--- src/rtl/ca_code_correlator_if.sv ---
// Chip-stream and status bundle between the front-end sampler and the C/A correlator.
// The master drives the received chips; the slave (correlator) reports phase, correlation and state.
interface ca_code_correlator_if;
  logic        en;
  logic        chip_stb;
  logic        chip_in;
  logic [9:0]  code_phase;
  logic [10:0] corr;
  logic        corr_vld;
  logic        epoch;
  logic [1:0]  state;
  logic        locked;

  modport master (
    output en, chip_stb, chip_in,
    input  code_phase, corr, corr_vld, epoch, state, locked
  );

  modport slave (
    input  en, chip_stb, chip_in,
    output code_phase, corr, corr_vld, epoch, state, locked
  );
endinterface

--- src/rtl/ca_code_correlator.sv ---
// Serial-search C/A code acquisition: regenerates the local Gold code, correlates it per period
// against hard-decision chips, slips one chip per failed period and monitors lock.
module ca_code_correlator #(
  parameter int unsigned T0       = 2,
  parameter int unsigned T1       = 6,
  parameter int unsigned THRESH   = 700,
  parameter int unsigned MISS_MAX = 3
) (
  input logic                    clk,
  input logic                    rst,
  ca_code_correlator_if.slave    bus
);

  typedef enum logic [1:0] {
    StIdle   = 2'd0,
    StSearch = 2'd1,
    StVerify = 2'd2,
    StLock   = 2'd3
  } state_e;

  localparam int unsigned      MissW   = (MISS_MAX < 2) ? 1 : $clog2(MISS_MAX + 1);
  localparam logic [10:0]      Thresh  = 11'(THRESH);
  localparam logic [MissW-1:0] MissMax = MissW'(MISS_MAX);

  state_e            state_q, state_d;
  logic [10:1]       g1_q, g1_d, g2_q, g2_d;
  logic [9:0]        acc_q, acc_d;
  logic [9:0]        phase_q, phase_d;
  logic [10:0]       corr_q, corr_d;
  logic              vld_q, vld_d;
  logic              slip_q, slip_d;
  logic [MissW-1:0]  miss_q, miss_d;

  logic              local_chip;
  logic              agree;
  logic              accept;
  logic              last;
  logic              hit;
  logic [10:0]       corr_new;
  logic [MissW-1:0]  miss_inc;

  assign local_chip = g1_q[10] ^ g2_q[T0] ^ g2_q[T1];
  assign agree      = ~(bus.chip_in ^ local_chip);
  assign accept     = bus.en && bus.chip_stb && (state_q != StIdle);
  assign last       = (phase_q == 10'd1022);
  assign corr_new   = {1'b0, acc_q} + {10'd0, agree};
  assign hit        = (corr_new >= Thresh);
  assign miss_inc   = miss_q + MissW'(1);

  // State register and datapath registers
  always_ff @(posedge clk or posedge rst) begin
    if (rst) begin
      state_q <= StIdle;
      g1_q    <= '1;
      g2_q    <= '1;
      acc_q   <= '0;
      phase_q <= '0;
      corr_q  <= '0;
      vld_q   <= 1'b0;
      slip_q  <= 1'b0;
      miss_q  <= '0;
    end else begin
      state_q <= state_d;
      g1_q    <= g1_d;
      g2_q    <= g2_d;
      acc_q   <= acc_d;
      phase_q <= phase_d;
      corr_q  <= corr_d;
      vld_q   <= vld_d;
      slip_q  <= slip_d;
      miss_q  <= miss_d;
    end
  end

  // Next-state: en low dominates everything, a pending slip swallows exactly one strobe
  always_comb begin
    state_d = state_q;
    g1_d    = g1_q;
    g2_d    = g2_q;
    acc_d   = acc_q;
    phase_d = phase_q;
    corr_d  = corr_q;
    vld_d   = 1'b0;
    slip_d  = slip_q;
    miss_d  = miss_q;
    if (!bus.en) begin
      state_d = StIdle;
      g1_d    = '1;
      g2_d    = '1;
      acc_d   = '0;
      phase_d = '0;
      slip_d  = 1'b0;
      miss_d  = '0;
    end else if (state_q == StIdle) begin
      state_d = StSearch;
    end else if (accept && slip_q) begin
      slip_d = 1'b0;
    end else if (accept) begin
      g1_d    = {g1_q[9:1], g1_q[3] ^ g1_q[10]};
      g2_d    = {g2_q[9:1], g2_q[2] ^ g2_q[3] ^ g2_q[6] ^ g2_q[8] ^ g2_q[9] ^ g2_q[10]};
      acc_d   = acc_q + {9'd0, agree};
      phase_d = phase_q + 10'd1;
      if (last) begin
        // Reload forces an exact 1023-chip period
        g1_d    = '1;
        g2_d    = '1;
        acc_d   = '0;
        phase_d = '0;
        corr_d  = corr_new;
        vld_d   = 1'b1;
        unique case (state_q)
          StSearch: begin
            if (hit) state_d = StVerify;
            else     slip_d  = 1'b1;
          end
          StVerify: begin
            if (hit) begin
              state_d = StLock;
            end else begin
              state_d = StSearch;
              slip_d  = 1'b1;
            end
          end
          StLock: begin
            if (hit) begin
              miss_d = '0;
            end else if (miss_inc == MissMax) begin
              state_d = StSearch;
              slip_d  = 1'b1;
              miss_d  = '0;
            end else begin
              miss_d = miss_inc;
            end
          end
          default: ;
        endcase
      end
    end
  end

  // Outputs
  always_comb begin
    bus.code_phase = phase_q;
    bus.corr       = corr_q;
    bus.corr_vld   = vld_q;
    bus.epoch      = vld_q;
    bus.state      = state_q;
    bus.locked     = (state_q == StLock);
  end

endmodule

--- src/flat_wrapper.sv ---
// flat-port wrapper written by rule: the top's interface ports become plain ports
module ca_code_correlator_flat 
#(
  parameter int unsigned T0       = 2,
  parameter int unsigned T1       = 6,
  parameter int unsigned THRESH   = 700,
  parameter int unsigned MISS_MAX = 3
)
  (clk, rst, bus_en, bus_chip_stb, bus_chip_in, bus_code_phase, bus_corr, bus_corr_vld, bus_epoch, bus_state, bus_locked);
  ca_code_correlator_if bus_i ();
  input logic clk;
  input logic rst;
  input wire logic [$bits(bus_i.en)-1:0] bus_en;
  input wire logic [$bits(bus_i.chip_stb)-1:0] bus_chip_stb;
  input wire logic [$bits(bus_i.chip_in)-1:0] bus_chip_in;
  output wire logic [$bits(bus_i.code_phase)-1:0] bus_code_phase;
  output wire logic [$bits(bus_i.corr)-1:0] bus_corr;
  output wire logic [$bits(bus_i.corr_vld)-1:0] bus_corr_vld;
  output wire logic [$bits(bus_i.epoch)-1:0] bus_epoch;
  output wire logic [$bits(bus_i.state)-1:0] bus_state;
  output wire logic [$bits(bus_i.locked)-1:0] bus_locked;
  assign bus_i.en = bus_en;
  assign bus_i.chip_stb = bus_chip_stb;
  assign bus_i.chip_in = bus_chip_in;
  assign bus_code_phase = bus_i.code_phase;
  assign bus_corr = bus_i.corr;
  assign bus_corr_vld = bus_i.corr_vld;
  assign bus_epoch = bus_i.epoch;
  assign bus_state = bus_i.state;
  assign bus_locked = bus_i.locked;
  ca_code_correlator #(.T0(T0), .T1(T1), .THRESH(THRESH), .MISS_MAX(MISS_MAX)) u_core (.clk(clk), .rst(rst), .bus(bus_i));
endmodule
--- config.mk ---
export PLATFORM = sky130hd
export DESIGN_NAME = ca_code_correlator_flat
export DESIGN_NICKNAME = d
export VERILOG_FILES = /design/src/rtl/ca_code_correlator_if.sv /design/src/rtl/ca_code_correlator.sv /design/src/flat_wrapper.sv
export SDC_FILE = /design/constraint.sdc
export NUM_CORES = 1
export LEC_CHECK = 0
export BUFFER_PORTS_ARGS = -buffer_cell sky130_fd_sc_hd__buf_2
export CORE_MARGIN = 2
export CORE_UTILIZATION = 25
export DETAILED_ROUTE_END_ITERATION = 16
export GPL_ROUTABILITY_DRIVEN = 0
export PLACE_DENSITY = 0.53
export SLEW_MARGIN = 15
export SYNTH_ARGS = -nofsm -noshare
export SYNTH_HDL_FRONTEND = slang
export SYNTH_SLANG_ARGS = --single-unit
--- constraint.sdc ---
create_clock -name clk -period 3.2 [get_ports clk]
set_clock_uncertainty 0.2 [all_clocks]
set_input_delay 0.16 -clock clk [delete_from_list [all_inputs] [get_ports clk]]
set_output_delay 0.16 -clock clk [all_outputs]
set_load 0.02 [all_outputs]
Yosys cells after proc, flatten, opt, wreduce, memory -nomap -nowiden

Cells that the tools add are included.
Widths: inputs -> output; s select.

Register bits: 57
Bits of input ports: 5
Output and inout bits: 26
Word-level logic and storage cells: 112

$add $sub $neg: 4
Magnitude comparators: 1
Equal/unequal tests: 23
Muxes and demuxes: 52
Bitwise operators: 12
Reduce and logical (&&, ||, !) cells: 11

Operators by type and width:

| operator              | number |
|---|---|
| $mux 10               | 20 |
| $mux 2                | 17 |
| $ne 4x2->1 const B    | 4 |
| $reduce_and 7->1      | 2 |
| $mux 1                | 13 |
| $ne 3x1->1 const B    | 4 |
| $ne 4x4->1 const B    | 3 |
| $add 10x1->11         | 1 |
| $ge 11x10->1 const B  | 1 |
| $add 10x1->10         | 1 |
| $add 10x1->10 const B | 1 |
| $eq 10x10->1 const B  | 1 |
| $reduce_and 5->1      | 2 |
| $xor 1x1->1           | 9 |
| $eq 2x2->1 const B    | 3 |
| $ne 2x1->1 const B    | 3 |
| $pmux 2 s3            | 1 |
| $ne 5x1->1 const B    | 1 |
| $ne 2x2->1 const B    | 2 |
| $logic_and 1x1->1     | 3 |
| $ne 3x2->1 const B    | 1 |
| $not 1->1             | 3 |
| $reduce_and 3->1      | 1 |
| $add 2x1->2 const B   | 1 |
| 5 further kinds       | 5 |

Logic depth before layout (Yosys ltp)

Word-level depth: 13
Depth in mapped cells: 10
Mapped depth without buffers: 10

Worst setup path before layout

OpenSTA, ideal clock, no wires.

Path kind: flip-flop to flip-flop
Start point: reg u_core.g2_q[6] (netlist name)
End point: reg u_core.state_q[0] (netlist: u_core.bus.state[0])
Library setup time: 0.126 ns
Data arrival time: 2.683 ns
Data required time: 2.874 ns
Path slack: 0.191 ns
Cell stages (with the launch flop): 11
Buffers on the path: 0
Period minus slack after synthesis: 3.009 ns
Cell sequence: dfstp_2 xor2_1 xnor2_1 ha_1 ha_1 nand3_2 nor3_1 xnor2_1 a41oi_2 a32o_1 a221o_1

Longest elaborated chain between the ends: 7
Elaborated cells between the ends (all ways): 8

Ends and longest elaborated chain:

| item                                               | RTL line                 | source |
|---|---|---|
| from (decl)                                        | ca_code_correlator.sv:26 | `logic [10:1] g1_q, g1_d, g2_q, g2_d;` |
| from (signal assigned)                             | ca_code_correlator.sv:65 | `g2_q <= g2_d;` |
| $xor 1x1->1 (*)                                    | ca_code_correlator.sv:42 | `assign local_chip = g1_q[10] ^ g2_q[T0] ^ g2_q[T1];` |
| $xor 1x1->1 (*)                                    | ca_code_correlator.sv:43 | `assign agree = ~(bus.chip_in ^ local_chip);` |
| $not 1->1 (*)                                      | ca_code_correlator.sv:43 |  |
| $add 10x1->11 (*)                                  | ca_code_correlator.sv:46 | `assign corr_new = {1'b0, acc_q} + {10'd0, agree};` |
| $ge 11x10->1 (*)                                   | ca_code_correlator.sv:47 | `assign hit = (corr_new >= Thresh);` |
| $ne 4x2->1 (no line) or $ne 4x4->1 (tied branches) | -                        |  |
| $reduce_and 7->1 (no line) (*)                     | -                        |  |
| to (signal assigned)                               | ca_code_correlator.sv:53 | `state_q <= StIdle;` |
| to (signal assigned)                               | ca_code_correlator.sv:63 | `state_q <= state_d;` |
| to (decl)                                          | ca_code_correlator.sv:25 | `state_e state_q, state_d;` |

Mark *: on every way between the ends. The rest lies on a longest branch, timed or not.
A chain may end at the register's enable or synchronous reset.

Worst setup path in the final report

Same ends and word-level chain as after synthesis.

==> impl_metrics.csv <==
group,metric,value,unit
grt,global_route.usage.total,10.52,%
grt,grt_remaining_overflow,0,
grt,first_global_vias,2013,
route,drt_first_iter_violations,100,
place,number_of_instances_in_the_placed_design,433,
logic_synthesis,number_of_instances_in_the_synthesized_netlist,269,
logic_synthesis,synth_sequential_area_ratio,51.35,%
timing,rsz0062_at_grt,"false",
timing,finalCriticalPeriod,3.035,ns
route,detail_route.first_pass.iterations,4,
power,ir_worst_vdd,223.3,µV
route,route.detailed.vias_per_inst,4.667,
route,routed_wire_length_per_instance,13.16,µm
cells_and_area,antennaDiodeCount,0,
route,vias,2100,
logic_synthesis,post_synthesis_area_per_instance,10.51,µm²
timing,layout_worst_path_cycle_share,94.85,%
power,p_leak,1.468,nW
grt,grt_start_max_net_pins,39,
logic_synthesis,synth.distinct_cells,45,
setup_path,crit_path_end_kind,"flip-flop",
cts,root_buffer_cell,"sky130_fd_sc_hd__clkbuf_16",
cts,path_clk_slew,0.05,ns
timing,final-setup-viol-count,0,
cts,cts_tree,"yes",
cts,post_cts_buffers,0,
setup_path,crit_chain,"xor2_2 > xnor2_1 > ha_1 > ha_1 > nand3_2 > nor3_2 > xnor2_1 > a41oi_2 > a32o_1 > a221o_1",
logic_synthesis,yosys_register_bits,57,
cells_and_area,final_util,31.88,%
setup_path,cp_slowest_cell,"sky130_fd_sc_hd__dfstp_2",
timing,max_freq,329.5,MHz
floorplanning,floorplan.rows,38,
route,route.antenna.remaining_nets,0,
cells_and_area,layout.nets,319,
setup_path,critical_path_class,"flip-flop to flip-flop",
cts,worstSkewPairLatency,0.32,ns
setup_path,cp-start-kind,"flip-flop",
timing,maxSlewHeadroom,44.57,%
floorplanning,die_y,110.3,µm
logic_synthesis,ys_async_sr_fraction,100.0,%
route,detail_route.drc_violations,0,
logic_synthesis,synth-warning-count,0,
timing,report.final.slew_viol_count,0,
setup_path,cp_data_arrival_time,3.04,ns
setup_path,max_stage_delay,0.56,ns
timing,setup_total_negative_slack,0,ns
cts,cts-htree-levels,3,
flow_run,max-cap-violations,0,
hold_path,hold_path.class,"input pin to flip-flop",
setup_path,crit_required,3.20,ns
power,power_density,566.0,mW/mm²
cts,clock_path_buffers,2,
route,postRouteWirelength,5.920,mm
cells_and_area,finish.instance_area,0.003486,mm²
cts,cts-buffers-inserted,9,
timing,timing.final.hold_violations,0,
floorplanning,start_util,25.85,%
floorplanning,die_width,110.3,µm
setup_path,crit_path_max_fanout,6,
cells_and_area,drive_gt1_share,29.03,%
place,numPortBuffers,30,
floorplanning,io_pins,31,
floorplanning,fp.dieArea,0.01217,mm²
place,placedInstanceArea,0.003157,mm²
place,dpl.hpwl,4.006,mm
power,power.total,1.973,mW
logic_synthesis,syn_nets,283,
run_status,run_status,"complete, no violations",
floorplanning,coreArea,0.01094,mm²
logic_synthesis,synth.cell_area,0.002826,mm²
cells_and_area,final-instance-count-excl-fill,450,
cells_and_area,syn2layout_area_growth,23.33,%
grt,wire_length_of_the_first_global_routing_pass,9.853,mm
grt,number_of_antenna_violations_at_the_first_check_in_global_routing,0,
logic_synthesis,synth_enable_flop_cells,0,
cts,numClockSinks,57,
timing,worst_pin_slew,0.8303,ns
logic_synthesis,synth_ff_type,"sky130_fd_sc_hd__dfrtp_1",
-- cell usage in the layout, fill, tap and decap left out, types with 3 or more instances in the layout --
cell type                   synthesis  routed
sky130_fd_sc_hd__or3_1              4       4
sky130_fd_sc_hd__inv_1             12      11
sky130_fd_sc_hd__clkbuf_16          0       9
sky130_fd_sc_hd__nor2b_1            3       3
sky130_fd_sc_hd__nand3_1            6       6
sky130_fd_sc_hd__buf_4              2       9
sky130_fd_sc_hd__nand2b_1           5       5
sky130_fd_sc_hd__ha_1               9       9
sky130_fd_sc_hd__o22a_1            18      18
sky130_fd_sc_hd__nor3_1             6       5
sky130_fd_sc_hd__nand2_1           21      21
sky130_fd_sc_hd__xnor2_1           13      13
sky130_fd_sc_hd__nor2_1            22      21
sky130_fd_sc_hd__a32o_1             3       3
sky130_fd_sc_hd__mux2_2             3       3
sky130_fd_sc_hd__dfrtp_1           37      37
sky130_fd_sc_hd__a21oi_1           10      10
sky130_fd_sc_hd__xor2_1             8       7
sky130_fd_sc_hd__o21ai_0           18      17
sky130_fd_sc_hd__dfstp_2           20      20
sky130_fd_sc_hd__buf_2              2      30
sky130_fd_sc_hd__and3_1             4       4
-- cell type report --
class | instances | area [µm²]
fillers | 1156 | 7450
flip-flops and latches | 57 | 1451
multi-input cells | 185 | 1289
clock buffers | 11 | 242.7
repair buffers | 40 | 227.7
well taps | 140 | 175.2
clock inverters | 5 | 55.05
inverters | 12 | 45.04
-- synthesized netlist by cell type, drive strengths merged (2+ instances only) --
library cell,count,share of area (%)
dfrtp,37,33
nor2,22,2.9
nand2,21,2.8
dfstp,20,19
o21ai,18,3.2
o22a,18,5.6
xnor2,13,4.0
inv,12,1.6
clkbuf,11,1.5
a21oi,10,1.8
ha,9,4.0
nand3,8,1.8
xor2,8,2.5
nor3,7,1.4
nand2b,5,1.1
and3,4,0.89
buf,4,0.89
or3,4,0.89
a32o,3,1.1
mux2,3,1.2
nand4,3,0.89
nor2b,3,0.66
nor4,3,1.2
a221o,2,0.71
a22o,2,0.62
a31oi,2,0.44
nand3b,2,0.53
o21a,2,0.53
o31ai,2,0.53
-- flip-flops by register name (all words and copies together), names as in the netlist --
name                   count
u_core.bus.corr_vld        1
u_core.acc_q              10
u_core.bus.code_phase     10
u_core.slip_q              1
u_core.bus.corr           11
u_core.g2_q               10
u_core.miss_q              2
u_core.g1_q               10
u_core.bus.state           2
-- cell families after synthesis --
logic type | after synthesis | synth area share (%)
flip-flops | 57 | 51.35
XOR/XNOR | 21 | 6.507
multiplexers | 3 | 1.195
AO/OA/AOI/OAI | 68 | 17.35
AND/OR/NAND/NOR | 84 | 15.67
adder cells (fa/ha/maj) | 9 | 3.984
buffers and inverters | 27 | 3.940
-- timing repair --
item / 4_1_cts / 5_1_grt
endpoints found under the hold margin: 37 / 0
hold buffers: 1 / 0
setup endpoints to repair: 0 / 2
gates resized for setup: 0 / 4
-- final timing paths --
check | endpoint | slack [ns] | depth (start not counted) | startpoint
worst max-delay path | u_core.bus.state[0] | 0.16 | 10 | u_core.g2_q[6]
worst min-delay path | u_core.slip_q | 0.04 | 2 | bus_en
worst max register to register | u_core.bus.state[0] | 0.16 | 10 | u_core.g2_q[6]
min in group asynchronous | u_core.miss_q[1] | 0.36 | 3 | rst
worst min register to register | u_core.bus.corr[1] | 0.30 | 1 | u_core.bus.corr[1]
max in group asynchronous | u_core.g2_q[1] | 1.61 | 4 | rst
-- worst max-delay path, delay by kind of cell (launching register included) --
family | cells | cell delay [ns]
DFF | 1 | 0.56
AOI/OAI and AO/OA | 3 | 0.82
adders and majority gates | 2 | 0.42
and+or+nand+nor | 2 | 0.41
xor gates and xnor gates | 3 | 0.51
-- metal layers --
layer  up-vias  track usage (%)  routed length, µm
met2        41            16.35               2738
met5         -                0                  0
met3         7            3.527                250
li1       1028                -                  -
met4         0            3.750                 80
met1      1024            13.66               2850
-- power by group --
group          internal [mW]  switching, mW
registers              0.759         0.0292
clock network          0.620          0.326
logic                 0.0848          0.154
total                   1.46          0.509
-- stage by stage --
stage	hold WS, ns	setup slack [ns]
2_1_floorplan	0.1217	0.1910
3_3_place_gp	0.1698	0.1612
3_5_place_dp	0.1785	0.07235
4_1_cts	0.02211	0.06812
5_1_grt	0.04848	0.01149
6_report	0.03716	0.1648
Note: power is estimated with default switching activity, not from simulation.
